[src/rtl/jtag_tap_pkg.sv]
// Shared TAP types: 1149.1 state encoding, instruction opcodes and
// the data-register selection that an instruction decodes to.
package jtag_tap_pkg;

  typedef enum logic [3:0] {
    TLR,
    RTI,
    SelDR,
    CapDR,
    ShDR,
    Ex1DR,
    PauDR,
    Ex2DR,
    UpdDR,
    SelIR,
    CapIR,
    ShIR,
    Ex1IR,
    PauIR,
    Ex2IR,
    UpdIR
  } tap_state_t;

  typedef enum logic [1:0] {
    DR_BYPASS,
    DR_IDCODE,
    DR_USERCODE,
    DR_DEBUG
  } dr_sel_t;

  localparam logic [3:0] OP_EXTEST         = 4'h0;
  localparam logic [3:0] OP_SAMPLE_PRELOAD = 4'h1;
  localparam logic [3:0] OP_IDCODE         = 4'h2;
  localparam logic [3:0] OP_USERCODE       = 4'h3;
  localparam logic [3:0] OP_DEBUG          = 4'h8;
  localparam logic [3:0] OP_BYPASS         = 4'hF;

  // Loaded into the IR shift register in Capture-IR; the fixed 01 in the
  // low bits lets a host detect a broken scan chain.
  localparam logic [3:0] IR_CAPTURE = 4'b0101;

  // There is no boundary-scan register, so EXTEST/SAMPLE_PRELOAD and
  // every unknown opcode fall through to the 1-bit bypass register.
  function automatic dr_sel_t decode_ir(input logic [3:0] ir, input logic usercode_en);
    dr_sel_t sel;
    case (ir)
      OP_IDCODE:   sel = DR_IDCODE;
      OP_USERCODE: sel = usercode_en ? DR_USERCODE : DR_BYPASS;
      OP_DEBUG:    sel = DR_DEBUG;
      default:     sel = DR_BYPASS;
    endcase
    return sel;
  endfunction

endpackage

[src/rtl/jtag_tap_if.sv]
// Link between the TAP controller and the debug unit that owns the
// DEBUG data register: state strobes, chain select and serial data.
interface jtag_tap_if;

  logic tap_tck;
  logic tap_TestLogicReset;
  logic tap_CaptureDR;
  logic tap_ShiftDR;
  logic tap_PauseDR;
  logic tap_UpdateDR;
  logic dbg_sel;
  logic dbg_tdi;
  logic dbg_tdo;

  modport master (
    output tap_tck,
    output tap_TestLogicReset,
    output tap_CaptureDR,
    output tap_ShiftDR,
    output tap_PauseDR,
    output tap_UpdateDR,
    output dbg_sel,
    output dbg_tdi,
    input  dbg_tdo
  );

  modport slave (
    input  tap_tck,
    input  tap_TestLogicReset,
    input  tap_CaptureDR,
    input  tap_ShiftDR,
    input  tap_PauseDR,
    input  tap_UpdateDR,
    input  dbg_sel,
    input  dbg_tdi,
    output dbg_tdo
  );

endinterface

[src/rtl/jtag_tap_fsm.sv]
// 16-state 1149.1 TAP state machine, advanced by TMS on every rising
// edge, with one-hot decodes of the states the registers care about.
module jtag_tap_fsm
  import jtag_tap_pkg::*;
(
  input  logic clk,
  input  logic srst,
  input  logic i_tms,
  output logic o_tlr,
  output logic o_capture_dr,
  output logic o_shift_dr,
  output logic o_pause_dr,
  output logic o_update_dr,
  output logic o_capture_ir,
  output logic o_shift_ir,
  output logic o_update_ir
);

  tap_state_t r_state;
  tap_state_t w_state_next;

  always_ff @(posedge clk) begin
    if (srst) begin
      r_state <= TLR;
    end else begin
      r_state <= w_state_next;
    end
  end

  always_comb begin
    w_state_next = r_state;
    case (r_state)
      TLR:     w_state_next = i_tms ? TLR   : RTI;
      RTI:     w_state_next = i_tms ? SelDR : RTI;
      SelDR:   w_state_next = i_tms ? SelIR : CapDR;
      CapDR:   w_state_next = i_tms ? Ex1DR : ShDR;
      ShDR:    w_state_next = i_tms ? Ex1DR : ShDR;
      Ex1DR:   w_state_next = i_tms ? UpdDR : PauDR;
      PauDR:   w_state_next = i_tms ? Ex2DR : PauDR;
      Ex2DR:   w_state_next = i_tms ? UpdDR : ShDR;
      UpdDR:   w_state_next = i_tms ? SelDR : RTI;
      SelIR:   w_state_next = i_tms ? TLR   : CapIR;
      CapIR:   w_state_next = i_tms ? Ex1IR : ShIR;
      ShIR:    w_state_next = i_tms ? Ex1IR : ShIR;
      Ex1IR:   w_state_next = i_tms ? UpdIR : PauIR;
      PauIR:   w_state_next = i_tms ? Ex2IR : PauIR;
      Ex2IR:   w_state_next = i_tms ? UpdIR : ShIR;
      UpdIR:   w_state_next = i_tms ? SelDR : RTI;
      default: w_state_next = TLR;
    endcase
  end

  assign o_tlr        = (r_state == TLR);
  assign o_capture_dr = (r_state == CapDR);
  assign o_shift_dr   = (r_state == ShDR);
  assign o_pause_dr   = (r_state == PauDR);
  assign o_update_dr  = (r_state == UpdDR);
  assign o_capture_ir = (r_state == CapIR);
  assign o_shift_ir   = (r_state == ShIR);
  assign o_update_ir  = (r_state == UpdIR);

endmodule

[src/rtl/jtag_tap_controller.sv]
// JTAG TAP: IR, IDCODE/USERCODE/BYPASS data registers and the TDO mux.
// Define JTAG_USERCODE_EN to give the USERCODE opcode its own 32-bit register.
module jtag_tap_controller
  import jtag_tap_pkg::*;
#(
  parameter logic [31:0] JTAG_IDCODE   = 32'h0000_0001,
  parameter logic [31:0] JTAG_USERCODE = 32'h0000_0000,
  parameter int          IR_WIDTH      = 4
) (
  input  logic       jtag_tck,
  input  logic       jtag_trst,
  input  logic       jtag_tms,
  input  logic       jtag_tdi,
  output logic       jtag_tdo,
  output logic       jtag_tdo_oe,
  jtag_tap_if.master dbg_if
);

`ifdef JTAG_USERCODE_EN
  localparam logic USERCODE_EN = 1'b1;
`else
  localparam logic USERCODE_EN = 1'b0;
`endif

  logic w_tlr;
  logic w_capture_dr;
  logic w_shift_dr;
  logic w_pause_dr;
  logic w_update_dr;
  logic w_capture_ir;
  logic w_shift_ir;
  logic w_update_ir;

  logic [IR_WIDTH-1:0] r_ir;
  logic [IR_WIDTH-1:0] r_ir_shift;
  logic [IR_WIDTH-1:0] w_ir_shift_next;
  logic [31:0]         r_dr_shift;
  logic [31:0]         w_dr_shift_next;
  logic                r_bypass;
  dr_sel_t             w_dr_sel;

  jtag_tap_fsm u_fsm (
    .clk          (jtag_tck),
    .srst         (jtag_trst),
    .i_tms        (jtag_tms),
    .o_tlr        (w_tlr),
    .o_capture_dr (w_capture_dr),
    .o_shift_dr   (w_shift_dr),
    .o_pause_dr   (w_pause_dr),
    .o_update_dr  (w_update_dr),
    .o_capture_ir (w_capture_ir),
    .o_shift_ir   (w_shift_ir),
    .o_update_ir  (w_update_ir)
  );

  assign w_dr_sel = decode_ir(r_ir, USERCODE_EN);

  // Both shift registers move right with TDI entering at the MSB.
  genvar gi;
  for (gi = 0; gi < IR_WIDTH; gi++) begin : g_ir_shift
    if (gi == IR_WIDTH - 1) begin : g_msb
      assign w_ir_shift_next[gi] = jtag_tdi;
    end else begin : g_lsb
      assign w_ir_shift_next[gi] = r_ir_shift[gi+1];
    end
  end

  for (gi = 0; gi < 32; gi++) begin : g_dr_shift
    if (gi == 31) begin : g_msb
      assign w_dr_shift_next[gi] = jtag_tdi;
    end else begin : g_lsb
      assign w_dr_shift_next[gi] = r_dr_shift[gi+1];
    end
  end

  always_ff @(posedge jtag_tck) begin
    if (jtag_trst) begin
      r_ir       <= OP_IDCODE;
      r_ir_shift <= '0;
    end else begin
      if (w_tlr) begin
        r_ir <= OP_IDCODE;
      end else if (w_update_ir) begin
        r_ir <= r_ir_shift;
      end
      if (w_capture_ir) begin
        r_ir_shift <= IR_CAPTURE;
      end else if (w_shift_ir) begin
        r_ir_shift <= w_ir_shift_next;
      end
    end
  end

  // DEBUG owns no local register; the debug unit follows the strobes.
  always_ff @(posedge jtag_tck) begin
    if (jtag_trst) begin
      r_dr_shift <= '0;
      r_bypass   <= 1'b0;
    end else if (w_capture_dr) begin
      case (w_dr_sel)
        DR_IDCODE:   r_dr_shift <= JTAG_IDCODE;
        DR_USERCODE: r_dr_shift <= JTAG_USERCODE;
        DR_BYPASS:   r_bypass   <= 1'b0;
        default:     ;
      endcase
    end else if (w_shift_dr) begin
      case (w_dr_sel)
        DR_IDCODE,
        DR_USERCODE: r_dr_shift <= w_dr_shift_next;
        DR_BYPASS:   r_bypass   <= jtag_tdi;
        default:     ;
      endcase
    end
  end

  always_comb begin
    jtag_tdo = 1'b0;
    if (w_shift_ir) begin
      jtag_tdo = r_ir_shift[0];
    end else if (w_shift_dr) begin
      case (w_dr_sel)
        DR_IDCODE,
        DR_USERCODE: jtag_tdo = r_dr_shift[0];
        DR_DEBUG:    jtag_tdo = dbg_if.dbg_tdo;
        default:     jtag_tdo = r_bypass;
      endcase
    end
  end

  assign jtag_tdo_oe = w_shift_ir | w_shift_dr;

  assign dbg_if.tap_tck            = jtag_tck;
  assign dbg_if.tap_TestLogicReset = w_tlr;
  assign dbg_if.tap_CaptureDR      = w_capture_dr;
  assign dbg_if.tap_ShiftDR        = w_shift_dr;
  assign dbg_if.tap_PauseDR        = w_pause_dr;
  assign dbg_if.tap_UpdateDR       = w_update_dr;
  assign dbg_if.dbg_sel            = (r_ir == OP_DEBUG);
  assign dbg_if.dbg_tdi            = jtag_tdi;

endmodule

[src/flat_wrapper.sv]
// flat-port wrapper written by rule: the top's interface ports become plain ports
module jtag_tap_controller_flat import jtag_tap_pkg::*;
#(
  parameter logic [31:0] JTAG_IDCODE   = 32'h0000_0001,
  parameter logic [31:0] JTAG_USERCODE = 32'h0000_0000,
  parameter int          IR_WIDTH      = 4
)
  (jtag_tck, jtag_trst, jtag_tms, jtag_tdi, jtag_tdo, jtag_tdo_oe, dbg_if_tap_tck, dbg_if_tap_TestLogicReset, dbg_if_tap_CaptureDR, dbg_if_tap_ShiftDR, dbg_if_tap_PauseDR, dbg_if_tap_UpdateDR, dbg_if_dbg_sel, dbg_if_dbg_tdi, dbg_if_dbg_tdo);
  jtag_tap_if dbg_if_i ();
  input  logic jtag_tck;
  input  logic jtag_trst;
  input  logic jtag_tms;
  input  logic jtag_tdi;
  output logic jtag_tdo;
  output logic jtag_tdo_oe;
  output wire logic [$bits(dbg_if_i.tap_tck)-1:0] dbg_if_tap_tck;
  output wire logic [$bits(dbg_if_i.tap_TestLogicReset)-1:0] dbg_if_tap_TestLogicReset;
  output wire logic [$bits(dbg_if_i.tap_CaptureDR)-1:0] dbg_if_tap_CaptureDR;
  output wire logic [$bits(dbg_if_i.tap_ShiftDR)-1:0] dbg_if_tap_ShiftDR;
  output wire logic [$bits(dbg_if_i.tap_PauseDR)-1:0] dbg_if_tap_PauseDR;
  output wire logic [$bits(dbg_if_i.tap_UpdateDR)-1:0] dbg_if_tap_UpdateDR;
  output wire logic [$bits(dbg_if_i.dbg_sel)-1:0] dbg_if_dbg_sel;
  output wire logic [$bits(dbg_if_i.dbg_tdi)-1:0] dbg_if_dbg_tdi;
  input wire logic [$bits(dbg_if_i.dbg_tdo)-1:0] dbg_if_dbg_tdo;
  assign dbg_if_tap_tck = dbg_if_i.tap_tck;
  assign dbg_if_tap_TestLogicReset = dbg_if_i.tap_TestLogicReset;
  assign dbg_if_tap_CaptureDR = dbg_if_i.tap_CaptureDR;
  assign dbg_if_tap_ShiftDR = dbg_if_i.tap_ShiftDR;
  assign dbg_if_tap_PauseDR = dbg_if_i.tap_PauseDR;
  assign dbg_if_tap_UpdateDR = dbg_if_i.tap_UpdateDR;
  assign dbg_if_dbg_sel = dbg_if_i.dbg_sel;
  assign dbg_if_dbg_tdi = dbg_if_i.dbg_tdi;
  assign dbg_if_i.dbg_tdo = dbg_if_dbg_tdo;
  jtag_tap_controller #(.JTAG_IDCODE(JTAG_IDCODE), .JTAG_USERCODE(JTAG_USERCODE), .IR_WIDTH(IR_WIDTH)) u_core (.jtag_tck(jtag_tck), .jtag_trst(jtag_trst), .jtag_tms(jtag_tms), .jtag_tdi(jtag_tdi), .jtag_tdo(jtag_tdo), .jtag_tdo_oe(jtag_tdo_oe), .dbg_if(dbg_if_i));
endmodule
[config.mk]
export PLATFORM = sky130hd
export DESIGN_NAME = jtag_tap_controller_flat
export DESIGN_NICKNAME = d
export VERILOG_FILES = /design/src/rtl/jtag_tap_pkg.sv /design/src/rtl/jtag_tap_if.sv /design/src/rtl/jtag_tap_fsm.sv /design/src/rtl/jtag_tap_controller.sv /design/src/flat_wrapper.sv
export SDC_FILE = /design/constraint.sdc
export NUM_CORES = 1
export LEC_CHECK = 0
export CORE_ASPECT_RATIO = 0.6
export CORE_MARGIN = 8
export CORE_UTILIZATION = 45
export DETAILED_ROUTE_END_ITERATION = 6
export PLACE_DENSITY_LB_ADDON = 0.1
export SYNTH_ARGS = -nofsm -noshare
export SYNTH_HDL_FRONTEND = slang
export SYNTH_SLANG_ARGS = --single-unit
[constraint.sdc]
create_clock -name jtag_tck -period 2.3 [get_ports jtag_tck]
set_clock_uncertainty 0.05 [all_clocks]
set_input_delay 0.46 -clock jtag_tck [delete_from_list [all_inputs] [get_ports jtag_tck]]
set_output_delay 0.46 -clock jtag_tck [all_outputs]
set_load 0.01 [all_outputs]
==> key figures, run 1 <==
Logic synthesis
  – Post-synthesis instance total: 240
  – Netlist cell types: 44
  – Ys Warns: 0
  – Post-synthesis register bit count: 45
  – Most frequent cell after synthesis: nand2b_1
  – Mapped Area: 0.00225 mm^2
  – Synth area leaders: dfxtp_1, nand2b_1, mux2i_1, clkbuf_1, nand3b_1
  – Syn_nets: 245
  – Most instantiated cells after synthesis: nand2b_1, dfxtp_1, mux2i_1
  – Sequential share of the synthesized area: 0.401
  – Mean post-synth cell area: 9.36 um^2
  – Asr flop ratio synth: 0
  – Ys flop type: dfxtp_1
  – Yosys top cell by area: dfxtp_1
  – Number of flops mapped to enable cells by yosys: 0
  – Top cell type's share of synthesized area: 0.401

Floorplanning
  – Die ar.: 0.00758 mm^2
  – Core Region: 0.00493 mm^2
  – Die W: 107 um
  – Row count: 20
  – Starting Density: 0.456
  – I/O pins: 15
  – Die H: 70.7 um

Hold path
  – HP Start: u_core.r_ir_shift[1]
  – Hold Crit Depth: 2
  – Hold Path Sink: u_core.r_ir_shift[1]
  – Hold Crit Class: reg2reg

Critical path
  – CP Launch Type: register
  – CP Capture Type: primary output
  – R2R Path End: u_core.r_dr_shift[16]
  – Reg2Reg Setup Slack: 150 ps
  – Cell count of the worst reg-to-reg path: 6
  – Worst Path Arrival: 1770 ps
  – Worst path required time: 1790 ps
  – CP max FO: 2
  – Crit Path Class: reg2out
  – Worst r2r src: u_core.u_fsm.r_state[1]

Detailed routing
  – Drt first pass iters: 4
  – Drt total wl: 4300 um
  – Iter 0 DRT Violations: 114
  – DRC: 0
  – Routed len/inst: 13.4 um
  – Via density: 5.03
  – Antenna-violating nets left: 0
  – Vias: 1614

CTS
  – Post-CTS Hold Buffers: 0
  – Latest clock arrival within the worst-skew pair: 390 ps
  – Reg clk slew, reported paths: 80 ps
  – CTS tree: done

Global routing
  – Largest net degree at the start of global routing: 45
  – Via count of the first global-routing pass: 1456
  – GRT Total Usage: 0.115
  – First-pass GRT wire length: 7090 um
  – GR Overflow Total: 0
  – Initial antenna violation count: 0

Timing
  – Worst setup margin: 16.7 ps
  – Fin crit share: 0.993
  – Final setup vio count: 0
  – Period minus WS final: 2280 ps
  – Final hold slack: 415 ps
  – FMAX: 0.438 GHz
  – Final hold viol count: 0
  – Final Slew Violations: 0
  – Worst Tran Pin Value: 473 ps
  – TNS Setup: 0 ps
  – Max-slew headroom: 0.676
  – Unrepaired setup endpoints after global routing: true

Finish
  – Layout area overhead: 16.5%
  – Fillers: 472
  – Layout Utilization: 0.531
  – Share of cells above drive strength 1: 0.141
  – Nets@finish: 260
  – N_diodes: 0

Placed design
  – Detailed placement HPWL: 2900 um
  – Port Buffers: 14
  – Pre-CTS setup slack: -355 ps
  – Final GP Congestion: 0.802

Outcome
  – Outcome: finished clean

Pwr
  – Pwr per Cell Area: 606 mW/mm^2
  – Worst VDD drop: 0.433 mV
  – Leakage power: 0.918 nW

Run
  – Max Cap Viol: 0
## critical path, stage by stage (launching register included)
cell and delay, ps:
dfxtp_2 330, or4b_4 570, a2111oi_4 200, a311o_1 150, buf_2 130
## timing repair
item / CTS / global route
resized for setup: 21 / 4
setup buffers: 0 / 1
pin swaps: 2 / 1
endpoints found under the setup margin: 8 / 4
## through the flow
| step | total power [W] | cells | area (um^2) |
|---|---|---|---|
| 3_3_place_gp | 0.00100 | 310 | 2460 |
| 6_report | 0.00159 | 321 | 2620 |
| 3_5_place_dp | 0.00101 | 310 | 2460 |
| 4_1_cts | 0.00162 | 320 | 2610 |
| 2_1_floorplan | 0.000947 | 240 | 2250 |
| 5_1_grt | 0.00166 | 321 | 2620 |
## power by group
group / total (W) / switching, W / internal, W
combinational: 0.000154 / 0.0000839 / 0.0000702
sequential: 0.000787 / 0.00000300 / 0.000784
clock: 0.000645 / 0.000280 / 0.000366
total: 0.00159 / 0.000367 / 0.00122
## layout make-up
| class | count | area [um^2] | share of cell area |
|---|---|---|---|
| Sequential cell | 45 | 902 | 0.345 |
| Clock buffer | 11 | 136 | 0.0521 |
| Timing Repair Buffer | 25 | 239 | 0.0913 |
| Multi-Input combinational cell | 166 | 1230 | 0.469 |
| Inverter | 8 | 30.0 | 0.0115 |
| Tap cell | 66 | 82.6 | 0.0316 |
## per-layer routing
metal | share of wire | track usage | wire length, um | up-vias
met1 | 0.55 | 0.169 | 2370 | 735
li1 | - | - | - | 845
met2 | 0.39 | 0.149 | 1670 | 29
met3 | 0.050 | 0.0372 | 214 | 5
met5 | 0 | 0 | 0 | -
met4 | 0.011 | 0.0434 | 46 | 0
## placed cells by master, fill, tap and decap left out, types with 2 or more instances in the layout
cell type	count
a21oi_1	4
a31oi_1	4
buf_12	2
buf_2	2
buf_4	9
clkbuf_8	9
clkdlybuf4s50_1	6
dfxtp_1	44
dlygate4sd2_1	4
inv_1	5
inv_2	3
mux2_2	2
mux2i_1	34
nand2_1	6
nand2b_1	61
nand3_1	3
nand3b_1	5
nor2_1	8
nor2b_1	4
nor3_1	3
nor3b_1	2
o21ai_0	3
xor2_1	2
## cell families (layout without fill, tap and decap cells)
| family | Yosys count | in the layout | synth area share |
|---|---|---|---|
| and+or+nand+nor | 104 | 104 | 0.286 |
| muxes | 36 | 36 | 0.162 |
| xor gates and xnor gates | 2 | 2 | 0.00780 |
| buffers and inverters | 29 | 44 | 0.0641 |
| AOI/OAI and AO/OA | 24 | 24 | 0.0797 |
| DFF | 45 | 45 | 0.401 |
## worst max-delay path by stage
stage	startpoint	to	slack [ps]
floorplan	u_core.u_fsm.r_state[1]	jtag_tdo	300
global placement	dbg_if_dbg_tdo	jtag_tdo	-350
detailed placement	dbg_if_dbg_tdo	jtag_tdo	-350
CTS	u_core.u_fsm.r_state[3]	jtag_tdo	-20
global route	u_core.u_fsm.r_state[1]	jtag_tdo	-30
finish	u_core.u_fsm.r_state[1]	jtag_tdo	20
## flip-flops by register name (all words and copies together) (netlist names)
name and count:
u_core.r_dr_shift 32, u_core.r_ir 4, u_core.r_ir_shift 4, u_core.u_fsm.r_state 4
u_core.r_bypass 1
Note: power is estimated with default switching activity, not from simulation.
==> run 2, diff against run 1 <==
Settings changed: SLEW_MARGIN set to 20.
==> results of run 2 <==
No change in the layout: final DEF, timing and power equal those of run 1.
==> run 3, diff against run 2 <==
Settings changed: CTS_CLUSTER_DIAMETER set to 30.
==> results of run 3 <==
No change in the layout: final DEF, timing and power equal those of run 1.
